**config.mk**
```make
export PLATFORM = sky130hd
export DESIGN_NAME = instr_fetch
export DESIGN_NICKNAME = d
export VERILOG_FILES = /design/src/rtl/fetch_pkg.sv /design/src/rtl/branch_decode.sv /design/src/rtl/instr_fetch.sv
export SDC_FILE = /design/constraint.sdc
export NUM_CORES = 1
export LEC_CHECK = 0
export CORE_MARGIN = 2
export CORE_UTILIZATION = 47
export DETAILED_ROUTE_END_ITERATION = 10
export PLACE_DENSITY = 0.83
export SETUP_SLACK_MARGIN = 0.2
export SLEW_MARGIN = 20
export SYNTH_ARGS = -nofsm -noshare
export SYNTH_HDL_FRONTEND = slang
export SYNTH_SLANG_ARGS = --single-unit
```
**constraint.sdc**
```tcl
create_clock -name CLK -period 3.1 [get_ports CLK]
set_input_delay 0.465 -clock CLK [delete_from_list [all_inputs] [get_ports CLK]]
set_output_delay 0.465 -clock CLK [all_outputs]
set_load 0.02 [all_outputs]
```
**src/rtl/fetch_pkg.sv**
```systemverilog
// Shared types and constants for the instruction fetch stage of the 8-bit core.
package fetch_pkg;

  localparam int FETCH_ADDR_W = 8;
  localparam int FETCH_DATA_W = 8;

  // Top two instruction bits equal to this value mark a PC-relative branch.
  localparam logic [1:0] OP_BRANCH = 2'b11;

  typedef enum logic [1:0] {
    IDLE  = 2'd0,
    FETCH = 2'd1,
    HOLD  = 2'd2,
    STEP  = 2'd3
  } fetch_state_e;

  // True when the opcode field selects a branch.
  function automatic logic is_branch_op(input logic [1:0] op);
    return (op == OP_BRANCH);
  endfunction

endpackage

```
**src/rtl/branch_decode.sv**
```systemverilog
// Combinational decode of the held instruction: branch flag and the
// sign-extended low immediate, widened to the PC address width.
module branch_decode
  import fetch_pkg::*;
#(
  parameter int ADDR_W = FETCH_ADDR_W,
  parameter int DATA_W = FETCH_DATA_W
) (
  input  logic [DATA_W-1:0] ir_data,
  output logic              is_branch,
  output logic [ADDR_W-1:0] offset
);

  localparam int IMM_W = DATA_W - 2;

  logic [IMM_W-1:0] imm_s;

  assign imm_s = ir_data[IMM_W-1:0];

  // Classify the opcode and sign-extend the immediate field.
  always_comb begin
    is_branch = is_branch_op(ir_data[DATA_W-1 -: 2]);
    offset    = {{(ADDR_W-IMM_W){imm_s[IMM_W-1]}}, imm_s};
  end

endmodule

```
**src/rtl/instr_fetch.sv**
```systemverilog
// Instruction fetch stage: reads the PC, fetches one instruction over a
// req/ack memory handshake, holds it for execute under valid/ready, then
// strobes the PC to increment or take a PC-relative branch.
module instr_fetch
  import fetch_pkg::*;
#(
  parameter int ADDR_W = FETCH_ADDR_W,
  parameter int DATA_W = FETCH_DATA_W
) (
  input  logic              CLK,
  input  logic              areset,
  input  logic [ADDR_W-1:0] pc_addr,
  output logic              mem_req,
  output logic [ADDR_W-1:0] mem_addr,
  input  logic              mem_ack,
  input  logic [DATA_W-1:0] mem_rdata,
  output logic              ir_valid,
  output logic [DATA_W-1:0] ir_data,
  output logic [ADDR_W-1:0] ir_pc,
  input  logic              ir_ready,
  input  logic              flush,
  output logic              pc_step,
  output logic              offset_bit,
  output logic [ADDR_W-1:0] offset
);

  fetch_state_e state_r;
  fetch_state_e state_nxt_s;

  // Set when a flush lands on an outstanding request; its data must be dropped.
  logic discard_r;
  logic discard_nxt_s;

  logic              mem_req_r,    mem_req_nxt_s;
  logic [ADDR_W-1:0] mem_addr_r,   mem_addr_nxt_s;
  logic              ir_valid_r,   ir_valid_nxt_s;
  logic [DATA_W-1:0] ir_data_r,    ir_data_nxt_s;
  logic [ADDR_W-1:0] ir_pc_r,      ir_pc_nxt_s;
  logic              pc_step_r,    pc_step_nxt_s;
  logic              offset_bit_r, offset_bit_nxt_s;
  logic [ADDR_W-1:0] offset_r,     offset_nxt_s;

  logic              dec_branch_s;
  logic [ADDR_W-1:0] dec_offset_s;

  branch_decode #(
    .ADDR_W (ADDR_W),
    .DATA_W (DATA_W)
  ) u_branch_decode (
    .ir_data   (ir_data_r),
    .is_branch (dec_branch_s),
    .offset    (dec_offset_s)
  );

  // State register.
  always_ff @(posedge CLK or negedge areset) begin
    if (!areset) begin
      state_r <= IDLE;
    end else begin
      state_r <= state_nxt_s;
    end
  end

  // Next state and next value of every registered output.
  always_comb begin
    state_nxt_s      = state_r;
    discard_nxt_s    = discard_r;
    mem_req_nxt_s    = mem_req_r;
    mem_addr_nxt_s   = mem_addr_r;
    ir_valid_nxt_s   = ir_valid_r;
    ir_data_nxt_s    = ir_data_r;
    ir_pc_nxt_s      = ir_pc_r;
    pc_step_nxt_s    = 1'b0;
    offset_bit_nxt_s = 1'b0;
    offset_nxt_s     = {ADDR_W{1'b0}};

    case (state_r)
      IDLE: begin
        // One settling cycle for the PC, then the first request.
        state_nxt_s    = FETCH;
        mem_req_nxt_s  = 1'b1;
        mem_addr_nxt_s = pc_addr;
        discard_nxt_s  = 1'b0;
      end

      FETCH: begin
        if (mem_ack) begin
          if (discard_r || flush) begin
            // Drop the flushed word and re-request from the current PC.
            state_nxt_s    = FETCH;
            mem_req_nxt_s  = 1'b1;
            mem_addr_nxt_s = pc_addr;
            discard_nxt_s  = 1'b0;
          end else begin
            state_nxt_s    = HOLD;
            mem_req_nxt_s  = 1'b0;
            ir_valid_nxt_s = 1'b1;
            ir_data_nxt_s  = mem_rdata;
            ir_pc_nxt_s    = mem_addr_r;
            discard_nxt_s  = 1'b0;
          end
        end else if (flush) begin
          // The request cannot be withdrawn; remember to ignore its answer.
          discard_nxt_s = 1'b1;
        end else begin
          discard_nxt_s = discard_r;
        end
      end

      HOLD: begin
        if (flush) begin
          // Flush beats ready: no PC step, refetch the same address.
          state_nxt_s    = FETCH;
          ir_valid_nxt_s = 1'b0;
          mem_req_nxt_s  = 1'b1;
          mem_addr_nxt_s = pc_addr;
          discard_nxt_s  = 1'b0;
        end else if (ir_valid_r && ir_ready) begin
          state_nxt_s      = STEP;
          ir_valid_nxt_s   = 1'b0;
          pc_step_nxt_s    = 1'b1;
          offset_bit_nxt_s = dec_branch_s;
          offset_nxt_s     = dec_branch_s ? dec_offset_s : {ADDR_W{1'b0}};
        end else begin
          state_nxt_s = HOLD;
        end
      end

      STEP: begin
        // The PC moved on the falling edge; sample its new value here.
        state_nxt_s    = FETCH;
        mem_req_nxt_s  = 1'b1;
        mem_addr_nxt_s = pc_addr;
        discard_nxt_s  = 1'b0;
      end

      default: begin
        state_nxt_s    = IDLE;
        mem_req_nxt_s  = 1'b0;
        ir_valid_nxt_s = 1'b0;
        discard_nxt_s  = 1'b0;
      end
    endcase
  end

  // Output and bookkeeping registers; reset clears every output.
  always_ff @(posedge CLK or negedge areset) begin
    if (!areset) begin
      discard_r    <= 1'b0;
      mem_req_r    <= 1'b0;
      mem_addr_r   <= {ADDR_W{1'b0}};
      ir_valid_r   <= 1'b0;
      ir_data_r    <= {DATA_W{1'b0}};
      ir_pc_r      <= {ADDR_W{1'b0}};
      pc_step_r    <= 1'b0;
      offset_bit_r <= 1'b0;
      offset_r     <= {ADDR_W{1'b0}};
    end else begin
      discard_r    <= discard_nxt_s;
      mem_req_r    <= mem_req_nxt_s;
      mem_addr_r   <= mem_addr_nxt_s;
      ir_valid_r   <= ir_valid_nxt_s;
      ir_data_r    <= ir_data_nxt_s;
      ir_pc_r      <= ir_pc_nxt_s;
      pc_step_r    <= pc_step_nxt_s;
      offset_bit_r <= offset_bit_nxt_s;
      offset_r     <= offset_nxt_s;
    end
  end

  assign mem_req    = mem_req_r;
  assign mem_addr   = mem_addr_r;
  assign ir_valid   = ir_valid_r;
  assign ir_data    = ir_data_r;
  assign ir_pc      = ir_pc_r;
  assign pc_step    = pc_step_r;
  assign offset_bit = offset_bit_r;
  assign offset     = offset_r;

endmodule

```
# Word level (Yosys, flattened, before mapping)
# Cells that the tools add are included.
# totals
register_bits	39
inputBits	21
# op_classes
eq_ne	10
n_mux	31
bitwise_logic	1
reduce_logical	10
# ops
operator	count
$mux W8	7
$pmux W8 S3	1
$mux W1	16
$ne A2 B2 Y1 const B	4
$eq A2 B2 Y1 const B	3
$mux W2	3
$ne A3 B3 Y1 const B	2
$pmux W1 S3	2
$pmux W2 S3	1
$reduce_and A3 Y1	2
$reduce_and A2 Y1	2
$reduce_and A4 Y1	1
$eq A2 B1 Y1 const B	1
$logic_not A2 Y1	1
$pmux W1 S2	1
$reduce_bool A2 Y1	1
$reduce_or A2 Y1	1
$logic_and A1 B1 Y1	1
$logic_or A1 B1 Y1	1
$not A1 Y1	1

# Longest topological paths before layout
# Gate-level depths: netlist (run 1).
# logic_depth
word_depth	5
ltp_mapped	6
depth_no_buf	5

# Hierarchy
# From an unflattened synthesis (run 1), not the netlist that was laid out.
# hier_totals
cells_unflattened	115
area_unflattened_um2	1609.0
# by_module_without_submodules
module	instances	cells_per_inst	area_each_um2	seq_area_each_um2
instr_fetch	1	106	1542.7	975.9
branch_decode	1	9	66.3	0.0

# Worst setup path before layout (run 1)
# OpenSTA, ideal clock, no wires.
# synth_path
kind	flip-flop to flip-flop
start	reg state_r[1]
end	reg mem_addr_r[0] (netlist: mem_addr[0])
arrival_ns	1.624
slack_ns	1.351
path_stages_with_launch	7
n_path_buf	1
synth_period_minus_slack_ns	1.749
cell_sequence	dfrtp_1 inv_1 ha_1 nor2b_4 buf_6 nor3_4 mux2_4
# synth_between
elab_chain_cells	3
elab_cells_between_ends	10
cone_classes	eq/ne: 6; mux: 1; reduce/logical: 3
# synth_rtl
element	line	source
start: declaration	instr_fetch.sv:27	fetch_state_e state_r;
start signal: assignment	instr_fetch.sv:60	state_r <= state_nxt_s;
$eq A2 B2 Y1, or another cell as far along	instr_fetch.sv:77	case (state_r)
$reduce_or A2 Y1 (no source line) or $ne A2 B2 Y1 (tied branches)	n/a	
$pmux W8 S3 or $reduce_and A3 Y1 (tied branches)	n/a	
end signal: assignment	instr_fetch.sv:151	mem_addr_r <= {ADDR_W{1'b0}};
end signal: assignment	instr_fetch.sv:161	mem_addr_r <= mem_addr_nxt_s;
end: declaration	instr_fetch.sv:35	logic [ADDR_W-1:0] mem_addr_r, mem_addr_nxt_s;
# Parallel ways exist; a longest one is shown, timed or not.
# A chain may end at the register's enable or synchronous reset.

# Worst setup path after layout (run 1)
# layout_path
start	in flush
end	reg ir_valid_r (netlist: ir_valid)
# layout_between
elab_chain_cells	3
elab_cells_between_ends	6
cone_classes	eq/ne: 2; mux: 2; reduce/logical: 2
# layout_rtl
element	line	source
start: declaration	instr_fetch.sv:21	input logic flush,
$logic_or A1 B1 Y1	instr_fetch.sv:88	if (discard_r || flush) begin
$ne A2 B2 Y1 (no source line)	n/a	
$reduce_and A4 Y1 (no source line)	n/a	
end signal: assignment	instr_fetch.sv:162	ir_valid_r <= ir_valid_nxt_s;
end: declaration	instr_fetch.sv:36	logic ir_valid_r, ir_valid_nxt_s;
# Parallel ways exist; a longest one is shown, timed or not.

==> out/metrics.csv, run 1 <==
metric,value,unit
status,finished clean,
cp_top_family,simple AND/OR/NAND/NOR gates,
start_util,0.502,
via_per_inst,4.97,
antenna_found_initial,0,
p_sw_frac,0.362,
clock_latency,350,ps
cts-resized-gates,0,
internal_power,1.36,mW
worstPathCellList,"clkdlybuf4s50_1, and4bb_1, a2bb2oi_1, mux2i_1",
routed_wl,3150,um
p_switching,0.772,mW
path_buf_inv,1,
fmax,0.493,GHz
final_nets,187,
dr.pass1.iters,3,
ir_drop,622,uV
htreeDepth,2,
fp-row-count,20,
period_share,0.654,
report.final.slew_viol_count,0,
dp_hpwl,2340,um
min_period,2030,ps
synth_commonest_cells,"dfrtp_1, mux2_2, mux2_4",
synthMuxAreaShare,0.204,
core-area,3130,um^2
cp_slowest_cell,and4bb_1,
grt_pass1_vias,1060,
path_clk_slew,120,ps
leakage,0.990,nW
synth_area_per_cell,15.0,um^2
holdBufCountCts,0,
wl_per_cell,15.2,um
ys.flop_type,dfrtp_1,
synthesis.area,1570,um^2
drc,0,
synth_top_area_share,0.590,
p_comb_frac,0.489,
setup_viol,0,
synth_compound_area_frac,0.0335,
power_frac_seq,0.383,
grt_pass1_wl,4970,um
powerDensity,968,nW/um^2
rsz0062_at_grt,false,
clockRootBuffer,clkbuf_4,
final_antenna_net_count,0,
r2r_setup_slack,1150,ps
cts_setup_buffers,0,
path_max_fanout,17,
slew_headroom,0.472,
die-area,3820,um^2
ys_types,31,
yosys.cell_count.top_type,dfrtp_1,
hold_path_class,input pin to asynchronous set/reset pin,
yosysWarnings,0,
end_kind,register,
critPathArrivalTime,2310,ps
synth-simple-area-share,0.102,
die_w,61.8,um
synth_top_family_by_area,multiplexers,
antenna_cells,0,
synth_nets,130,
pin_count,57,
crit_cells,4,
cts_buffers,5,
worst_pin_slew,792,ps
tns,0,ps
path_class,input pin to register,
place_area,2130,um^2
p_clk_frac,0.128,
synthCells,105,
grt_overflow_total,0,
syn_to_final_growth,40.1,%
fin_skew,18.9,ps
drv_cap,0,
rr_startpoint,state_r[1],
vias,1029,
cpPeakStageDelay,820,ps
synth-seq-cells,37,
cts_tree,built,
place_congestion,0.787,
io_buffers,56,
final_area,2200,um^2
ys_seq_area_frac,0.590,
die_h,61.8,um
drive_gt1_frac,0.239,
fin_hold_ws,183,ps
synth_fa_ha_area_frac,0.0319,
clk_path_buf_depth,2,
finalHoldViolCount,0,
drtIter0Drc,26,
yosysTopAreaCell,dfrtp_1,
synth_edf_count,0,
rr_worst_depth,5,
grt_use_total,0.185,
clkSinkCount,37,
reg2reg_to,ir_valid,
grt_max_degree,38,
synth_xor_xnor_area_share,0,
synth_area_leaders,"dfrtp_1, mux2_2, mux2_4",
required,3380,ps
async_flop_share,1.00,
startpoint_type,input pin,
## layer usage
layer  routed length (um)  vias to the layer above  part of all wire  global-route usage
met1                 1330                      508              0.42               0.226
met5                    0                        -                 0                   0
met3                  255                        3             0.081              0.0745
li1                     -                      468                 -                   -
met4                   24                        0            0.0076              0.0547
met2                 1540                       50              0.49               0.305
## worst register-to-register path, delay by kind of cell (launching register included)
kind,cells,cell delay (ps)
multiplexers,1,200
flip-flops,1,430
AND/OR/NAND/NOR,1,700
adder cells (fa/ha/maj),1,190
AO/OA/AOI/OAI,1,270
buffers and inverters,1,90
## logic make-up (layout without fill, tap and decap cells)
family,Yosys count,in the layout
AO/OA/AOI/OAI,7,7
adder cells (fa/ha/maj),4,4
buffers and inverters,10,68
flip-flops,37,37
multiplexers,26,26
AND/OR/NAND/NOR,21,21
## layout by cell type (no fill, tap or decap), drive strengths merged
cell type / n
a211o: 1
a21o: 1
a21oi: 1
a22o: 1
a2bb2oi: 1
and2: 6
and2b: 2
and3: 1
and4b: 1
and4bb: 1
buf: 1
clkbuf: 6
clkdlybuf4s50: 55
clkinv: 2
dfrtp: 37
ha: 4
inv: 4
mux2: 24
mux2i: 2
nand2: 2
nand2b: 1
nor2: 3
nor2b: 2
nor3: 1
nor3b: 1
o21ai: 1
o31ai: 1
## through the flow
| step | cells | setup slack, ps | util | total power, mW |
|---|---|---|---|---|
| floorplan | 105 | 1350 | - | 1.41 |
| global placement | 199 | 778 | 0.682 | 1.83 |
| detailed placement | 199 | 698 | 0.682 | 1.87 |
| CTS | 207 | 1070 | 0.703 | 2.15 |
| global route | 207 | 990 | 0.703 | 2.26 |
| finish | 207 | 1070 | 0.703 | 2.13 |
## how the worst max path moves through the flow
stage	startpoint	end
floorplan	state_r[1]	mem_addr[0]
global placement	flush	ir_valid
detailed placement	flush	ir_valid
CTS	flush	ir_valid
global route	flush	ir_valid
finish	flush	ir_valid
## state kept, by name, summed over array words and instances (netlist names), 2 cells and up
name      flops
ir_pc         8
offset        6
mem_addr      8
ir_data       8
state_r       2
## layout make-up
type	count	area (um^2)
sequential	37	926
fill	235	928
timing repair buffer	56	556
clock buffer	6	51.3
tap	44	55.1
clock inverter	2	13.8
multi-input combinational	58	583
inverter	4	15.0
## power groups by stage
stage	Combinational (mW)	Clock [mW]	Sequential (mW)
finish	1.04	0.273	0.816
global route	1.11	0.301	0.845
CTS	1.05	0.280	0.817
detailed placement	1.05	0	0.822
global placement	1.02	0	0.808
floorplan	0.403	0	1.00
(Power assumes the default switching activity.)
==> run 2: changes to the inputs <==
--- a/config.mk
+++ b/config.mk
@@ -6,9 +6,9 @@
 export NUM_CORES = 1
 export LEC_CHECK = 0
 export CORE_MARGIN = 2
-export CORE_UTILIZATION = 47
+export CORE_UTILIZATION = 44
 export DETAILED_ROUTE_END_ITERATION = 10
-export PLACE_DENSITY = 0.83
+export PLACE_DENSITY = 0.78
 export SETUP_SLACK_MARGIN = 0.2
 export SLEW_MARGIN = 20
 export SYNTH_ARGS = -nofsm -noshare
==> constraint.sdc (replaced) <==
create_clock -name CLK -period 1.93 [get_ports CLK]
set_input_delay 0.2895 -clock CLK [delete_from_list [all_inputs] [get_ports CLK]]
set_output_delay 0.2895 -clock CLK [all_outputs]
set_load 0.02 [all_outputs]
==> out/metrics.csv, run 2 (same netlist as run 1, synthesis figures left out) <==
metric,value,unit,change
status,finished clean,,
drc,0,,unchanged
critPathArrivalTime,1920,ps,-390 ps
grt_pass1_vias,1108,,+4.5%
most-common-layout-cells,"clkdlybuf4s50_1, dfrtp_1, mux2_2",,
r2r_setup_slack,250,ps,-900 ps
start_util,0.463,,-0.0387
use_met2,0.275,,-0.0303
reg2reg_to,mem_addr[4],,
layout_commonest_cell,clkdlybuf4s50_1,,
leakage,1.05,nW,+5.6%
p_clk_frac,0.151,,+0.023
holdBufCountCts,0,,unchanged
dr.pass1.iters,3,,unchanged
globalRouteMet1Util,0.194,,-0.0325
min_period,1680,ps,
antenna_found_initial,0,,unchanged
die_h,63.7,um,+3.1%
rsz0062_at_grt,true,,
core-area,3390,um^2,+8.4%
htreeDepth,2,,unchanged
end_kind,register,,
die-area,4060,um^2,+6.4%
critPathCapture,mem_addr[4],,
place_congestion,0.762,,-3.3%
rr_worst_depth,6,,+1
grt_pass1_wl,5200,um,+4.7%
final_antenna_net_count,0,,unchanged
grt_use_total,0.171,,-0.0148
routed_wl,3090,um,-1.9%
fillCellCount,238,,+1.3%
drive_gt1_frac,0.274,,+0.0345
grt_util_met3,0.0827,,+0.00821
worst_pin_slew,794,ps,+1.56 ps
syn_to_final_growth,45.7,%,
die_w,63.7,um,+3.1%
wl_per_cell,14.4,um,-5.1%
cts_buffers,5,,unchanged
clkSinkCount,37,,unchanged
slew_headroom,0.471,,-0.00104
cts_tree,built,,
setup_viol,0,,unchanged
grt_busiest_layer,met2,,
report.final.slew_viol_count,0,,unchanged
vias,1016,,-1.3%
internal_power,2.34,mW,+73%
io_buffers,56,,unchanged
fin_skew,4.96,ps,-14.0 ps
finalHoldViolCount,0,,unchanged
startpoint,state_r[0],,
via_per_inst,4.75,,-4.5%
clock_latency,350,ps,about the same
path_clk_slew,110,ps,about the same
clk_path_buf_depth,2,,unchanged
hold_path_class,input pin to asynchronous set/reset pin,,
clockRootBuffer,clkbuf_4,,
fp-row-count,21,,+5.0%
power_frac_seq,0.357,,-0.026
p_sw_frac,0.349,,-0.0130
drv_cap,0,,unchanged
dp_hpwl,2260,um,-3.7%
tns,0,ps,unchanged
fin_util,0.675,,-0.0284
powerDensity,1580,nW/um^2,+63%
p_comb_frac,0.492,,+0.003
period_share,0.871,,
path_class,register to register,,
ir_drop,894,uV,+44%
p_switching,1.26,mW,+63%
required,2170,ps,-1210 ps
rr_startpoint,state_r[0],,
startpoint_type,register,,
antenna_cells,0,,unchanged
pin_count,57,,unchanged
final_nets,192,,+2.7%
drtIter0Drc,33,,+27%
grt_overflow_total,0,,unchanged
grt_max_degree,38,,unchanged
path_max_fanout,9,,-8
fmax,0.595,GHz,
## run 2: changes by cell type in the layout (fill, tap and decap cells not counted)
cell,change
buf_12,+1
buf_4,+4
ha_1,-1
bufinv_16,+1
clkinv_2,-1
clkdlybuf4s50_1,-3
dlymetal6s2s_1,+3
a2bb2oi_2,+1
clkinvlp_4,+1
a2bb2oi_1,-1
clkbuf_8,-1
ha_2,+1
## run 2: worst max-delay path, stage by stage, from the launching register on
cell     delay [ps]
dfrtp_1         420
buf_4           150
ha_2            190
nor2b_4         160
nor3_4          200
buf_12          160
mux2_4          290
## run 2: area by class of cell
cell class              count  area [um^2]  area share
clock buffers               5         37.5      0.0164
clock inverters             3         46.3      0.0202
inverters                   4         15.0     0.00656
multi-input cells          58          592       0.259
flip-flops and latches     37          926       0.405
well taps                  46         57.6      0.0252
repair buffers             61          613       0.268
## run 2: worst min path at each step
stage                      start    endpoint  slack, ps  depth (start not counted)
final                     areset     pc_step          9                          1
after global routing      areset  ir_data[7]         50                          1
after CTS                 areset  offset_bit         30                          1
after detailed placement  areset   offset[6]        430                          1
after global placement    areset     pc_step        420                          1
after floorplan           areset   discard_r         -6                          0
## run 2: power by group through the flow
stage	Sequential, mW	Combinational (mW)	Clock (mW)
finish	1.29	1.77	0.544
global route	1.34	1.87	0.601
CTS	1.29	1.79	0.564
detailed placement	1.30	1.77	0
global placement	1.29	1.72	0
floorplan	1.61	0.649	0
## run 2: layer usage
metal / wire length [um] / vias up
li1: - / 479
met1: 1280 / 484
met2: 1490 / 47
met3: 274 / 6
met4: 46 / 0
met5: 0 / -
## run 2: through the flow
stage / power [mW] / worst slack [ps] / instances / hold slack (ps) / area, um^2
CTS: 3.65 / 217 / 214 / 29.2 / 2270
global route: 3.81 / 193 / 214 / 50.9 / 2290
global placement: 3.01 / 185 / 205 / 417 / 2180
detailed placement: 3.07 / 134 / 205 / 428 / 2180
finish: 3.60 / 249 / 214 / 9.27 / 2290
floorplan: 2.26 / 220 / 105 / -6.09 / 1570
## run 2: repair_timing
item / CTS / global route
resized for setup: 0 / 4
endpoints found under the setup margin: 4 / 5
setup buffers: 1 / 0
==> run 3: changes to the inputs <==
--- a/config.mk
+++ b/config.mk
@@ -5,6 +5,7 @@
 export SDC_FILE = /design/constraint.sdc
 export NUM_CORES = 1
 export LEC_CHECK = 0
+export ABC_CLOCK_PERIOD_IN_PS = 1930
 export CORE_MARGIN = 2
 export CORE_UTILIZATION = 44
 export DETAILED_ROUTE_END_ITERATION = 10
==> constraint.sdc (replaced) <==
create_clock -name CLK -period 1.93 [get_ports CLK]
set_input_delay 0.386 -clock CLK [delete_from_list [all_inputs] [get_ports CLK]]
set_output_delay 0.386 -clock CLK [all_outputs]
set_load 0.02 [all_outputs]
==> out/metrics.csv, run 3 (same netlist as run 1, synthesis figures left out) <==
metric,value,unit,change
status,finished clean,,
grt_pass1_wl,5060,um,-2.8%
ir_drop,873,uV,-2.4%
grt_overflow_total,0,,unchanged
drive_gt1_frac,0.278,,+0.00430
io_buffers,56,,unchanged
fin_hold_ws,83.7,ps,+74.4 ps
p_switching,1.21,mW,-3.8%
clockRootBuffer,clkbuf_4,,
fin_util,0.681,,+0.00627
fillCellCount,241,,+1.3%
worst_pin_slew,448,ps,-346 ps
p_clk_frac,0.120,,-0.031
path_class,register to register,,
powerDensity,1460,nW/um^2,-7.3%
die-area,4060,um^2,unchanged
leakage,1.25,nW,+20%
place_inst,206,,+0.49%
p_sw_frac,0.359,,+0.00995
die_h,63.7,um,unchanged
place_congestion,0.763,,+0.22%
cts_tree,built,,
final_nets,194,,+1.0%
clk_path_buf_depth,2,,unchanged
rsz0062_at_grt,true,,
internal_power,2.16,mW,-7.9%
htreeDepth,2,,unchanged
setup_viol,0,,unchanged
core-area,3390,um^2,unchanged
r2r_setup_slack,280,ps,+30 ps
cts_buffers,5,,unchanged
critPathCapture,mem_addr[1],,
final_antenna_net_count,0,,unchanged
antenna_cells,0,,unchanged
min_period,1650,ps,-31.3 ps
power_frac_seq,0.378,,+0.021
syn_to_final_growth,47.0,%,
drv_cap,0,,unchanged
rr_startpoint,state_r[0],,
most-common-layout-cells,"dfrtp_1, clkdlybuf4s50_1, dlymetal6s2s_1",,
dp_hpwl,2210,um,-1.9%
fp-row-count,21,,unchanged
routed_wl,3050,um,-1.3%
dr.pass1.iters,3,,unchanged
hold_path_class,input pin to asynchronous set/reset pin,,
required,2150,ps,-20 ps
startpoint_type,register,,
antenna_found_initial,0,,unchanged
reg2reg_to,mem_addr[1],,
pin_count,57,,unchanged
report.final.slew_viol_count,0,,unchanged
layout_commonest_cell,dfrtp_1,,
clkSinkCount,37,,unchanged
vias,1027,,+1.1%
drc,0,,unchanged
path_max_fanout,9,,unchanged
via_per_inst,4.78,,+0.61%
rr_worst_depth,6,,unchanged
grt_use_total,0.164,,-0.00675
slew_headroom,0.701,,+0.231
die_w,63.7,um,unchanged
fmax,0.606,GHz,+1.9%
drtIter0Drc,22,,-33%
critPathArrivalTime,1870,ps,-50 ps
grt_max_degree,38,,unchanged
start_util,0.463,,unchanged
wl_per_cell,14.2,um,-1.7%
final_cells,215,,+0.47%
clock_latency,330,ps,-20 ps
startpoint,state_r[0],,
period_share,0.855,,-0.0162
path_clk_slew,110,ps,about the same
end_kind,register,,
finalHoldViolCount,0,,unchanged
tns,0,ps,unchanged
p_comb_frac,0.502,,+0.010
grt_pass1_vias,1082,,-2.3%
fin_skew,10.0,ps,+5.07 ps
==> run 3: how the worst min path moves through the flow <==
stage          startpoint          end  slack [ps]  cells past startpoint
2_1_floorplan      areset    discard_r          90                      0
3_3_place_gp       areset      pc_step         450                      2
3_5_place_dp       areset     ir_valid         460                      2
4_1_cts            areset  mem_addr[6]          80                      2
5_1_grt            areset     ir_valid         100                      2
6_report           areset     ir_pc[0]          80                      2
==> run 3: layer usage <==
metal / part of all wire / up-vias / global-route usage / routed length (um)
met3: 0.077 / 4 / 0.0687 / 234
met1: 0.43 / 492 / 0.201 / 1320
met5: 0 / - / 0 / 0
li1: - / 484 / - / -
met2: 0.48 / 47 / 0.264 / 1480
met4: 0.0069 / 0 / 0.0489 / 21
==> run 3: power groups by stage <==
stage / clock, mW / sequential, mW / combinational [mW]
2_1_floorplan: 0 / 1.61 / 0.649
5_1_grt: 0.469 / 1.32 / 1.80
6_report: 0.405 / 1.27 / 1.69
3_3_place_gp: 0 / 1.29 / 1.72
4_1_cts: 0.428 / 1.28 / 1.74
3_5_place_dp: 0 / 1.30 / 1.76
==> run 3: stage by stage <==
| step | setup slack, ps | instance area (um^2) | power [mW] |
|---|---|---|---|
| after floorplan | 220 | 1570 | 2.26 |
| after global placement | 88.9 | 2190 | 3.01 |
| after detailed placement | 3.74 | 2190 | 3.06 |
| after CTS | 201 | 2250 | 3.45 |
| after global routing | 170 | 2310 | 3.59 |
| final | 280 | 2310 | 3.37 |
==> run 3: layout make-up <==
| class | instances | area [um^2] | area share |
|---|---|---|---|
| flip-flops and latches | 37 | 926 | 0.401 |
| repair buffers | 63 | 659 | 0.286 |
| multi-input cells | 58 | 592 | 0.256 |
| well taps | 46 | 57.6 | 0.0249 |
| clock buffers | 6 | 51.3 | 0.0222 |
| inverters | 4 | 15.0 | 0.00650 |
| clock inverters | 1 | 7.51 | 0.00325 |
==> run 3: what timing repair did <==
action                     CTS  global route
buffers inserted             2             0
hold buffers                 0             0
setup endpoints to repair   17            29
resized for setup            9            21
==> run 3: worst max-delay path, cell delays in order (launching register included) <==
cell and delay [ps]:
dfrtp_1 390, buf_4 140, ha_2 190, nor2b_4 160, nor3_4 200, buf_12 160
mux2_4 300
